$ cat src/rtl/wb2bp_convertor.sv
`default_nettype none
// +------------------------------------------------------------------------+
// | Module      : wb2bp_convertor                                          |
// | Description : Wishbone classic slave to BlackParrot uncached IO        |
// |               command/response bridge. One transaction at a time:     |
// |               IDLE -> SEND -> WAIT -> ACK, with ERR for illegal byte   |
// |               selects or a response timeout.                           |
// | Revision    : 1.0 - initial release                                    |
// +------------------------------------------------------------------------+
module wb2bp_convertor #(
   parameter int          paddr_width_p  = 40,
   parameter int          wb_adr_width_p = 37,
   parameter int          timeout_p      = 255,
   parameter logic [3:0]  uc_rd_code_p   = 4'b0010,
   parameter logic [3:0]  uc_wr_code_p   = 4'b0011
) (
   input  logic                       clk_i,
   input  logic                       reset_n_i,

   // Wishbone slave
   input  logic [wb_adr_width_p-1:0]  adr_i,
   input  logic [63:0]                dat_i,
   output logic [63:0]                dat_o,
   input  logic [7:0]                 sel_i,
   input  logic                       cyc_i,
   input  logic                       stb_i,
   input  logic                       we_i,
   input  logic [2:0]                 cti_i,
   input  logic [1:0]                 bte_i,
   output logic                       ack_o,
   output logic                       err_o,

   // BlackParrot IO command
   output logic [3:0]                 io_cmd_msg_type_o,
   output logic [paddr_width_p-1:0]   io_cmd_addr_o,
   output logic [2:0]                 io_cmd_size_o,
   output logic [63:0]                io_cmd_data_o,
   output logic                       io_cmd_v_o,
   input  logic                       io_cmd_ready_i,

   // BlackParrot IO response
   input  logic [63:0]                io_resp_data_i,
   input  logic                       io_resp_v_i,
   output logic                       io_resp_yumi_o
);

   localparam logic [15:0] c_timeout = 16'(timeout_p);

   typedef enum logic [2:0] {
      S_IDLE = 3'd0,
      S_SEND = 3'd1,
      S_WAIT = 3'd2,
      S_ACK  = 3'd3,
      S_ERR  = 3'd4
   } state_t;

   state_t                     r_state;
   state_t                     w_next_state;
   logic [15:0]                r_cnt;
   logic                       r_abort;
   logic [7:0]                 r_sel;
   logic [2:0]                 r_offset;
   logic [2:0]                 r_size;
   logic [3:0]                 r_type;
   logic [paddr_width_p-1:0]   r_addr;
   logic [63:0]                r_data;
   logic [63:0]                r_dat_o;

   logic                       w_start;
   logic                       w_sel_legal;
   logic [2:0]                 w_offset;
   logic [2:0]                 w_size;
   logic [63:0]                w_size_mask;
   logic [63:0]                w_cmd_data;
   logic [paddr_width_p-1:0]   w_cmd_addr;
   logic [63:0]                w_lane_mask;
   logic [63:0]                w_resp_aligned;
   logic                       w_unused;

   // Burst hints carry no meaning here: every strobe is a single transfer.
   assign w_unused = ^{cti_i, bte_i};

   // A new Wishbone request is only taken while idle.
   assign w_start = (r_state == S_IDLE) && cyc_i && stb_i;

   // Decode the byte select into naturally aligned size and lowest byte offset.
   always_comb begin
      w_sel_legal = 1'b1;
      w_size      = 3'd0;
      w_offset    = 3'd0;
      case (sel_i)
         8'h01: begin w_size = 3'd0; w_offset = 3'd0; end
         8'h02: begin w_size = 3'd0; w_offset = 3'd1; end
         8'h04: begin w_size = 3'd0; w_offset = 3'd2; end
         8'h08: begin w_size = 3'd0; w_offset = 3'd3; end
         8'h10: begin w_size = 3'd0; w_offset = 3'd4; end
         8'h20: begin w_size = 3'd0; w_offset = 3'd5; end
         8'h40: begin w_size = 3'd0; w_offset = 3'd6; end
         8'h80: begin w_size = 3'd0; w_offset = 3'd7; end
         8'h03: begin w_size = 3'd1; w_offset = 3'd0; end
         8'h0C: begin w_size = 3'd1; w_offset = 3'd2; end
         8'h30: begin w_size = 3'd1; w_offset = 3'd4; end
         8'hC0: begin w_size = 3'd1; w_offset = 3'd6; end
         8'h0F: begin w_size = 3'd2; w_offset = 3'd0; end
         8'hF0: begin w_size = 3'd2; w_offset = 3'd4; end
         8'hFF: begin w_size = 3'd3; w_offset = 3'd0; end
         default: w_sel_legal = 1'b0;
      endcase
   end

   // Keep only the bytes that the command size covers after alignment.
   always_comb begin
      w_size_mask = 64'hFFFF_FFFF_FFFF_FFFF;
      case (w_size)
         3'd0:    w_size_mask = 64'h0000_0000_0000_00FF;
         3'd1:    w_size_mask = 64'h0000_0000_0000_FFFF;
         3'd2:    w_size_mask = 64'h0000_0000_FFFF_FFFF;
         default: w_size_mask = 64'hFFFF_FFFF_FFFF_FFFF;
      endcase
   end

   assign w_cmd_data = (dat_i >> {w_offset, 3'b000}) & w_size_mask;
   assign w_cmd_addr = paddr_width_p'({adr_i, 3'b000}) + paddr_width_p'(w_offset);

   // Expand the latched byte select into a 64-bit lane mask for read data.
   always_comb begin
      w_lane_mask = '0;
      for (int i = 0; i < 8; i++) begin
         w_lane_mask[8*i +: 8] = {8{r_sel[i]}};
      end
   end

   assign w_resp_aligned = (io_resp_data_i << {r_offset, 3'b000}) & w_lane_mask;

   // State register.
   always_ff @(posedge clk_i or negedge reset_n_i) begin
      if (!reset_n_i) begin
         r_state <= S_IDLE;
      end else begin
         r_state <= w_next_state;
      end
   end

   // Next-state logic.
   always_comb begin
      w_next_state = r_state;
      case (r_state)
         S_IDLE: begin
            if (cyc_i && stb_i) begin
               w_next_state = w_sel_legal ? S_SEND : S_ERR;
            end
         end
         S_SEND: begin
            if (io_cmd_ready_i) begin
               w_next_state = S_WAIT;
            end
         end
         S_WAIT: begin
            if (io_resp_v_i) begin
               w_next_state = S_ACK;
            end else if (r_cnt == c_timeout) begin
               w_next_state = S_ERR;
            end
         end
         S_ACK:   w_next_state = S_IDLE;
         S_ERR:   w_next_state = S_IDLE;
         default: w_next_state = S_IDLE;
      endcase
   end

   // Response timeout counter: zero outside WAIT, counts every WAIT cycle.
   always_ff @(posedge clk_i or negedge reset_n_i) begin
      if (!reset_n_i) begin
         r_cnt <= '0;
      end else if (r_state == S_WAIT) begin
         r_cnt <= r_cnt + 16'd1;
      end else begin
         r_cnt <= '0;
      end
   end

   // Remember that the master walked away so the termination is swallowed.
   always_ff @(posedge clk_i or negedge reset_n_i) begin
      if (!reset_n_i) begin
         r_abort <= 1'b0;
      end else if (w_start) begin
         r_abort <= 1'b0;
      end else if (((r_state == S_SEND) || (r_state == S_WAIT)) && !cyc_i) begin
         r_abort <= 1'b1;
      end
   end

   // Capture the request and pre-format the command fields when it is accepted.
   always_ff @(posedge clk_i or negedge reset_n_i) begin
      if (!reset_n_i) begin
         r_sel    <= '0;
         r_offset <= '0;
         r_size   <= '0;
         r_type   <= '0;
         r_addr   <= '0;
         r_data   <= '0;
      end else if (w_start) begin
         r_sel    <= sel_i;
         r_offset <= w_offset;
         r_size   <= w_size;
         r_type   <= we_i ? uc_wr_code_p : uc_rd_code_p;
         r_addr   <= w_cmd_addr;
         r_data   <= w_cmd_data;
      end
   end

   // Read data is re-aligned onto its Wishbone lanes and then held.
   always_ff @(posedge clk_i or negedge reset_n_i) begin
      if (!reset_n_i) begin
         r_dat_o <= '0;
      end else if ((r_state == S_WAIT) && io_resp_v_i) begin
         r_dat_o <= w_resp_aligned;
      end
   end

   assign dat_o             = r_dat_o;
   assign ack_o             = (r_state == S_ACK) && !r_abort;
   assign err_o             = (r_state == S_ERR) && !r_abort;
   assign io_cmd_v_o        = (r_state == S_SEND);
   assign io_cmd_msg_type_o = r_type;
   assign io_cmd_addr_o     = r_addr;
   assign io_cmd_size_o     = r_size;
   assign io_cmd_data_o     = r_data;
   // Responses are always consumed; outside WAIT they are simply dropped.
   assign io_resp_yumi_o    = io_resp_v_i && reset_n_i;

endmodule
`default_nettype wire

$ cat config.mk
export PLATFORM = sky130hd
export DESIGN_NAME = wb2bp_convertor
export DESIGN_NICKNAME = d
export VERILOG_FILES = /design/src/rtl/wb2bp_convertor.sv
export SDC_FILE = /design/constraint.sdc
export NUM_CORES = 1
export LEC_CHECK = 0
export CORE_UTILIZATION = 42
export DETAILED_ROUTE_END_ITERATION = 10
export GPL_ROUTABILITY_DRIVEN = 1
export PLACE_DENSITY = 0.77
export SLEW_MARGIN = 20
export SYNTH_ARGS = -nofsm -noshare
export SYNTH_HDL_FRONTEND = slang
export SYNTH_SLANG_ARGS = --single-unit
$ cat constraint.sdc
create_clock -name clk_i -period 2.04 [get_ports clk_i]
set_input_delay 0.204 -clock clk_i [delete_from_list [all_inputs] [get_ports clk_i]]
set_output_delay 0.204 -clock clk_i [all_outputs]
set_load 0.03 [all_outputs]
Word-level counts from Yosys, hierarchy flattened
Index checks and enable logic that the tools add are counted.
Widths: inputs -> output; s select.
- register bits: 206
- word-level logic and storage cells: 76
- memory bits (read-only): 0
- bits in writable memories: 0
- memories: 0
- bits in latches: 0
- reduce and logical (&&, ||, !) cells: 21
- bitwise gates (word level): 2
- $add $sub $neg: 2
- equal/unequal tests: 25
- shifts and indexed selects: 2
- magnitude comparators: 0
- $mul: 0
- mux-type cells: 14
- divide/modulo/power cells: 0
- operators with widths (operator ; number):
    $pmux 64 s3 ; 1
    $and 64x64->64 ; 2
    $shl 64x6->64 ; 1
    $shr 64x6->64 ; 1
    $add 40x3->40 ; 1
    $eq 8x8->1 const B ; 4
    $eq 8x4->1 const B ; 3
    $pmux 3 s7 ; 1
    $add 16x1->16 const B ; 1
    $eq 16x8->1 const B ; 1
    $eq 8x2->1 const B ; 2
    $eq 8x6->1 const B ; 2
    $mux 16 ; 1
    $mux 3 ; 5
    $reduce_or 15->1 ; 1
    $eq 3x2->1 const B ; 3
    $pmux 3 s3 ; 1
    $eq 8x1->1 const B ; 1
    $eq 8x3->1 const B ; 1
    $eq 8x5->1 const B ; 1
    $eq 8x7->1 const B ; 1
    $logic_and 1x1->1 ; 8
    $eq 3x1->1 const B ; 2
    $logic_not 3->1 ; 2
    12 further kinds ; 19

Logic depth before layout (Yosys ltp)
Gate-level depths: netlist of run 1.
- depth after elaboration: 6
- mapped depth: 11
- gate-level depth less buffers: 6

Worst setup path after synthesis of run 1
Ideal clock, no wire load.
- path type: input port to flip-flop
- start: in sel_i[3]
- end: reg r_data[15], in the netlist io_cmd_data_o[15]
- buffers on the path: 3
- stages: 9
- required time: 1.903 ns
- slack: -0.196 ns
- arrival time: 2.098 ns
- setup time: 0.137 ns
- path through: buf_2 or4b_1 o311ai_1 and2_1 buf_6 buf_8 mux2_2 a221oi_1 o31ai_1
- cells in the longest elaborated chain, start to end: 6
- elaborated cells on any way between the ends: 27
- those cells by class: 16 x eq/ne; 1 x shift; 3 x mux; 1 x bitwise; 6 x reduce/logical
- RTL lines (what ; line ; text):
    from (decl) ; 24 ; input logic [7:0] sel_i,
    branches (longest 5 deep; another with $shr 64x6->64) ; n/a ;
    $and 64x64->64 * ; 122 ; assign w_cmd_data = (dat_i >> {w_offset, 3'b000}) & w_size_mask;
    to (signal assigned) ; 208 ; r_data <= w_cmd_data;
    to (decl) ; 66 ; logic [63:0] r_data;
Every way passes the cells marked *.
A chain may end at the register's enable or synchronous reset.

Final worst setup path of run 1
- start: in sel_i[3]
- end: reg r_data[22], in the netlist io_cmd_data_o[22]
The elaborated chain is that of the path after synthesis.

==> run summary, run 1 <==
run status: completed
FF-to-FF setup slack: 180 ps
final clock skew: 13.4 ps
share of cells above drive strength 1: 0.158
Pwr per Cell Area: 930 mW/mm²
DR pass1 iterations: 5
P_leak: 7.02 nW
Reg2Reg Capture Point: dat_o[60]
grt total ovfl: 0
number of top-level design ports: 364
pin slew with the least headroom to its limit: 881 ps
antenna violations before repair: 0
weighted congestion at the end of routability-driven global placement: 0.959
GRT Overall Usage: 0.303
count of antenna diodes in the layout: 0
crit path DAT: 2380 ps
share of the clock period used by the worst path after layout: 0.991
largest buffer count on any clock path: 2
number of buffers created by CTS: 17
worst setup path category: in2reg
synthesized flop and latch total: 200
Cell Chain, Critical Path: dlygate4sd2_1 > buf_4 > or4_1 > buf_4 > a21oi_4 > buf_12 > mux2i_1 > mux2_2 > o21ai_0
PortBufs: 355
sequential share of the synthesized area: 0.457
Nets: 1,719
setup repair after global routing missed its margin: yes
depth of the critical timing path with buffers and inverters included: 9
effective utilization at floorplan: 0.431
commonest cells after routing, fill and taps aside: clkdlybuf4s50_1, nand2_1, dfrtp_1
count of buffer and inverter cells on the critical path: 4
fraction of registers with async set/reset: 1.00
path type of the worst min-delay path: in2reg
Site Rows: 58
Cells after DPL: 1,838
final-layout setup total negative slack: 0 ps
overall power after layout: 15.2 mW
setup-violating endpoint count in the final report: 0
Layout Cells excl Fill: 1,876
Detail Route Antenna Nets: 0
number of enable flip-flop cells after synthesis: 0
number of DRC markers after the initial detailed-route iteration: 1,337
final number of max-transition violations: 0
number of clock sinks: 200
vias in the first global route: 10,800
clock-pin slew on the worst setup and hold paths: 90 ps
library cell with the largest summed area after synthesis: dfrtp_1
Final Hold Vio Count: 0
CTS tree: built
number of violations of the max-capacitance limit: 0
share of the synthesized area in the top cell type: 0.457
number of cells produced by synthesis: 1,151
Via Count: 10,800
ys flop type: dfrtp_1
clock period minus final worst setup slack: 2020 ps
per-cell routed wire length: 21.6 µm
Worst slew margin: 0.413
startpoint of the tightest hold check path: adr_i[3]
Crit Path Max Fanout: 20
worst-case vdd ir drop: 0.836 mV
die area: 0.0267 mm²
first-pass GRT wire length: 61.2 mm
routed via count divided by cell count: 5.75
Max stage delay cell, worst path: or4_1
clock tree root driver cell: clkbuf_16
Critical Path Max Stage Delay: 560 ps
die height: 164 µm
post-route DRC violation count: 0
synth top area cells: dfrtp_1, nand2_1, mux2i_1
Setup crit end kind: register
leading cell type in the layout, fill and taps excluded: clkdlybuf4s50_1
post-synthesis area per instance: 9.52 µm²
termination of the worst setup path: io_cmd_data_o[22]
HPWL after detailed placement: 29.8 mm
upper clock frequency limit: 495 MHz
overall die width: 164 µm
placeable core region: 0.0254 mm²
total routed wirelength: 40.5 mm
type of origin of the critical path: primary input
H-Tree Depth: 4
largest net degree at the start of global routing: 157
Yosys warning count: 0
startpoint of the lowest-slack register-to-register path: r_offset[1]
family of cells with the greatest summed delay on the critical path: buffers and inverters
length in cells of the worst reg-to-reg path: 5
cell mode on critical path: buf_4
Clk Latency, worst-skew pair: 440 ps
Distinct cells, synth: 53
Layout Area Growth over Synthesis: 49.5%
Data required, critical path: 2400 ps
critical path startpoint: sel_i[3]
post-synthesis instance area: 0.0110 mm²
-- routing by layer --
metal	vias up	GRT usage	share of wire
li1	4863	-	-
met1	5198	0.377	0.39
met2	628	0.499	0.48
met3	101	0.0574	0.088
met4	0	0.157	0.048
met5	-	0	0
-- per-stage QoR --
step           utilization  setup slack (ps)  area [µm²]  hold slack (ps)
2_1_floorplan            -              -101       11100            -91.6
3_3_place_gp         0.610              -583       15500              359
3_5_place_dp         0.610              -650       15500              361
4_1_cts              0.640              1.34       16300              255
5_1_grt              0.645             -43.5       16400              260
6_report             0.645              19.2       16400              274
-- cell usage after synthesis (2+ instances only) --
master,n
nand2_1,284
dfrtp_1,200
o21ai_0,92
mux2i_1,88
mux2_2,62
nor2_1,58
clkbuf_1,56
a21oi_1,37
a22o_1,33
nand3_1,20
buf_1,17
mux4_2,17
a221oi_1,16
a211oi_1,12
a31oi_1,10
a21o_1,9
and3_1,9
o211ai_1,9
xor2_1,9
a22oi_1,8
a32o_1,8
buf_4,8
o22ai_1,8
o31ai_1,8
nor3_1,7
nor4_1,6
xnor2_1,6
buf_2,5
inv_1,5
nand4_1,5
o21ai_1,4
or3_1,4
and2_1,3
buf_6,3
nand2b_1,3
nor2b_1,2
nor4b_1,2
nor4bb_1,2
or4b_1,2
-- how the worst min path moves through the flow --
stage | slack [ps] | cells past startpoint | to
2_1_floorplan | -90 | 0 | dat_o[0]
3_3_place_gp | 360 | 2 | io_cmd_addr_o[38]
3_5_place_dp | 360 | 2 | io_cmd_addr_o[38]
4_1_cts | 250 | 3 | io_cmd_addr_o[6]
5_1_grt | 260 | 3 | io_cmd_addr_o[29]
6_report | 270 | 3 | io_cmd_addr_o[6]
-- final cells by class --
cell class                      instances  area [µm²]
Fill cell                            2038        9020
Tap cell                              330         413
Clock inverter                         15         239
Clock buffer                           17         425
Sequential cell                       200        5010
Inverter                                6        22.5
Timing Repair Buffer                  452        4530
Multi-Input combinational cell        856        5730
-- cells by family (layout without fill, tap and decap cells) --
family,count (synthesis),count (layout),share of synthesized area
simple gates,411,411,0.156
mux,167,167,0.179
fa+ha+maj,1,1,0.00114
xor+xnor,15,15,0.0120
compound gates,259,259,0.154
flops,200,200,0.457
other cells,1,3,0.000342
buf+inv,97,490,0.0411
-- where the power goes --
part           switching [mW]  internal [mW]
clock                    1.86           1.94
sequential              0.623           4.88
combinational            3.41           2.51
total                    5.89           9.34
-- sequential cells by signal, indices dropped and copies added, names as in the netlist --
register           count
io_cmd_addr_o         38
r_offset               2
r_state                3
io_cmd_msg_type_o      2
r_cnt                 16
r_abort                1
r_sel                  8
io_cmd_size_o          2
dat_o                 64
io_cmd_data_o         64
-- repair_timing --
action	4_1_cts	5_1_grt
endpoints found under the setup margin	40	45
gates resized for setup	16	21
hold buffers	1	0
hold endpoints to repair	73	0
buffers inserted	3	0
pin swaps	7	3
gates cloned	1	1
-- worst register-to-register path, stage by stage, from the launching register on --
cell      delay, ps
dfrtp_2         510
buf_4           300
mux2_2          370
o211ai_1        230
o21ai_0         130
a22o_1          210
(Power assumes the default switching activity.)
==> run 2: changes to the inputs <==
--- a/config.mk
+++ b/config.mk
@@ -6,6 +6,7 @@
 export NUM_CORES = 1
 export LEC_CHECK = 0
 export CORE_UTILIZATION = 42
+export CTS_CLUSTER_SIZE = 24
 export DETAILED_ROUTE_END_ITERATION = 10
 export GPL_ROUTABILITY_DRIVEN = 1
 export PLACE_DENSITY = 0.77
==> results of run 2 <==
The final DEF is identical to that of run 1; final timing and power are the same.
==> run 3: changes to the inputs <==
--- a/config.mk
+++ b/config.mk
@@ -10,6 +10,7 @@
 export DETAILED_ROUTE_END_ITERATION = 10
 export GPL_ROUTABILITY_DRIVEN = 1
 export PLACE_DENSITY = 0.77
+export SETUP_SLACK_MARGIN = 0.3
 export SLEW_MARGIN = 20
 export SYNTH_ARGS = -nofsm -noshare
 export SYNTH_HDL_FRONTEND = slang
==> run 3 against run 2 <==
  * Power shrank 0.11%
  * Die area is the same
  * Final cell count is 3.3% higher
  * Register-to-register slack improved by 60 ps
  * Sequential power barely moved
  * Setup slack improved by 74 ps
  * Largest power group unchanged
  * Largest cell class unchanged
  * Highest routed layer unchanged
  * Global-route usage up 1.8 points
  * Final area up 8.6%
  * Critical path type unchanged
  * Critical path depth grew 2
==> run summary, run 3 (synthesis gave the netlist of run 1 again) <==
run status: completed (unchanged)
type of origin of the critical path: primary input (unchanged)
Pwr per Cell Area: 855 mW/mm² (was 930 mW/mm²)
setup repair after global routing missed its margin: yes (unchanged)
die area: 0.0267 mm² (unchanged)
final cell utilization of the core: 0.700 (was 0.645)
final-layout setup total negative slack: 0 ps (unchanged)
pin slew with the least headroom to its limit: 797 ps (was 881 ps)
proportion of power drawn by combinational gates: 0.410 (was 0.389)
post-route DRC violation count: 0 (unchanged)
commonest cells after routing, fill and taps aside: nand2_1, clkdlybuf4s50_1, dfrtp_1 (was clkdlybuf4s50_1, nand2_1, dfrtp_1)
GRT Overall Usage: 0.321 (was 0.303)
setup-violating endpoint count in the final report: 0 (unchanged)
first-pass GRT wire length: 64.8 mm (was 61.2 mm)
per-cell routed wire length: 23.4 µm (was 21.6 µm)
vias in the first global route: 11,100 (was 10,800)
worst-case vdd ir drop: 0.772 mV (was 0.836 mV)
share of the clock period used by the worst path after layout: 0.954 (was 0.991)
routed via count divided by cell count: 5.92 (was 5.75)
HPWL after detailed placement: 31.1 mm (was 29.8 mm)
grt total ovfl: 0 (unchanged)
Data required, critical path: 2370 ps (was 2400 ps)
crit path DAT: 2280 ps (was 2380 ps)
largest net degree at the start of global routing: 66 (was 157)
leading cell type in the layout, fill and taps excluded: nand2_1 (was clkdlybuf4s50_1)
P_leak: 8.39 nW (was 7.02 nW)
worst-case hold slack: 162 ps (was 274 ps)
number of violations of the max-capacitance limit: 0 (unchanged)
path type of the worst min-delay path: in2reg (unchanged)
weighted congestion at the end of routability-driven global placement: 0.996 (was 0.959)
final critical-path setup slack: 93.0 ps (was 19.2 ps)
final number of max-transition violations: 0 (unchanged)
H-Tree Depth: 4 (unchanged)
FF-to-FF setup slack: 240 ps (was 180 ps)
switching portion of total power: 0.397 (was 0.387)
Worst slew margin: 0.468 (was 0.413)
CTS tree: built (unchanged)
Max stage delay cell, worst path: or4b_4 (was or4_1)
cell mode on critical path: buf_12 (was buf_4)
met1 WL: 16.5 mm (was 15.6 mm)
die height: 164 µm (unchanged)
Critical Path Max Stage Delay: 560 ps (about the same)
Via Count: 11,500 (was 10,800)
number of top-level design ports: 364 (unchanged)
number of clock sinks: 200 (unchanged)
Detail Route Antenna Nets: 0 (unchanged)
Clk pwr share: 0.229 (was 0.250)
Setup crit end kind: register (unchanged)
number of DRC markers after the initial detailed-route iteration: 1,035 (was 1,337)
overall power after layout: 15.2 mW (about the same)
Non-Filler Cell Area, Final: 0.0178 mm² (was 0.0164 mm²)
Place WS: -670 ps (was -650 ps)
Cell Chain, Critical Path: buf_8 > or4b_4 > o311ai_4 > and2_4 > buf_12 > buf_12 > buf_16 > buf_6 > mux2i_1 > a32o_1 > o31ai_1 (was dlygate4sd2_1 > buf_4 > or4_1 > buf_4 > a21oi_4 > buf_12 > mux2i_1 > mux2_2 > o21ai_0)
largest buffer count on any clock path: 2 (unchanged)
clock-pin slew on the worst setup and hold paths: 80 ps (was 90 ps)
overall die width: 164 µm (unchanged)
Site Rows: 58 (unchanged)
internal power: 9.18 mW (was 9.34 mW)
Clk Latency, worst-skew pair: 450 ps (was 440 ps)
placed instance area: 0.0156 mm² (was 0.0155 mm²)
uppermost metal layer occupied by signal nets: met4 (unchanged)
share of cells above drive strength 1: 0.250 (was 0.158)
met3 WL post-DR: 4.27 mm (was 3.55 mm)
clock tree root driver cell: clkbuf_16 (unchanged)
Final Hold Vio Count: 0 (unchanged)
worst setup path category: in2reg (unchanged)
count of antenna diodes in the layout: 0 (unchanged)
number of buffers created by CTS: 17 (unchanged)
Layout Area Growth over Synthesis: 62.3% (was 49.5%)
sequential share of power: 0.361 (was 0.362)
total of fill cells in the finished design: 1,798 (was 2,038)
final clock skew: 14.8 ps (was 13.4 ps)
Layout Cells excl Fill: 1,937 (was 1,876)
Nets: 1,780 (was 1,719)
Crit Path Max Fanout: 5 (was 20)
net switching power of the design: 6.03 mW (was 5.89 mW)
antenna violations before repair: 0 (unchanged)
Cells after DPL: 1,855 (was 1,838)
total met2 wirelength after detailed routing: 21.8 mm (was 19.4 mm)
effective utilization at floorplan: 0.431 (unchanged)
clock period minus final worst setup slack: 1950 ps (was 2020 ps)
total routed wirelength: 45.2 mm (was 40.5 mm)
upper clock frequency limit: 514 MHz (was 495 MHz)
DR pass1 iterations: 6 (was 5)
placeable core region: 0.0254 mm² (unchanged)
PortBufs: 355 (unchanged)
-- run 3: changes by cell type in the layout (fill, tap and decap cells not counted), sizes merged --
cell	previous run	this run
dlymetal6s2s	4	47
clkinv	6	8
dlygate4sd2	7	29
bufinv	2	0
inv	13	12
clkbuf	19	31
clkdlybuf4s50	341	263
buf	97	160
-- run 3: critical path, delay by kind of cell --
kind                   cells  cell delay [ps]
AOI/OAI and AO/OA          3              620
buffers and inverters      5              540
muxes                      1               90
and+or+nand+nor            2              820
-- run 3: area by class of cell --
cell class	instances	area, µm²	area share
well taps	330	413	0.0232
inverters	6	23.8	0.00134
flip-flops and latches	200	5010	0.282
multi-input cells	856	6280	0.353
repair buffers	513	5450	0.306
clock buffers	18	429	0.0241
clock inverters	14	171	0.00964
-- run 3: final timing paths --
check | from | depth (start not counted) | to
setup / recovery | sel_i[1] | 11 | io_cmd_data_o[8]
hold / removal | sel_i[5] | 4 | r_sel[5]
setup reg to reg | r_offset[1] | 7 | dat_o[55]
hold reg to reg | io_cmd_addr_o[17] | 2 | io_cmd_addr_o[17]
max in group asynchronous | reset_n_i | 3 | r_offset[1]
min in group asynchronous | reset_n_i | 2 | r_state[0]
-- run 3: metal layers --
layer  up-vias  global-route usage
met1      5500               0.381
met4         0               0.180
met5         -                   0
met3       179              0.0653
met2       803               0.540
li1       4983                   -
-- run 3: power groups by stage --
stage,clock network (mW),logic [mW],registers (mW)
global route,3.69,6.58,5.60
detailed placement,0,5.96,5.54
global placement,0,5.90,5.51
finish,3.48,6.23,5.50
floorplan,0,1.40,7.11
CTS,3.53,6.01,5.47
-- run 3: what timing repair did --
action / in CTS / in global routing
hold buffers: 1 / 0
resized for setup: 137 / 211
buffers inserted: 17 / 18
endpoints found under the hold margin: 33 / 0
endpoints found under the setup margin: 198 / 206
pin swaps: 22 / 64
gates cloned: 7 / 7
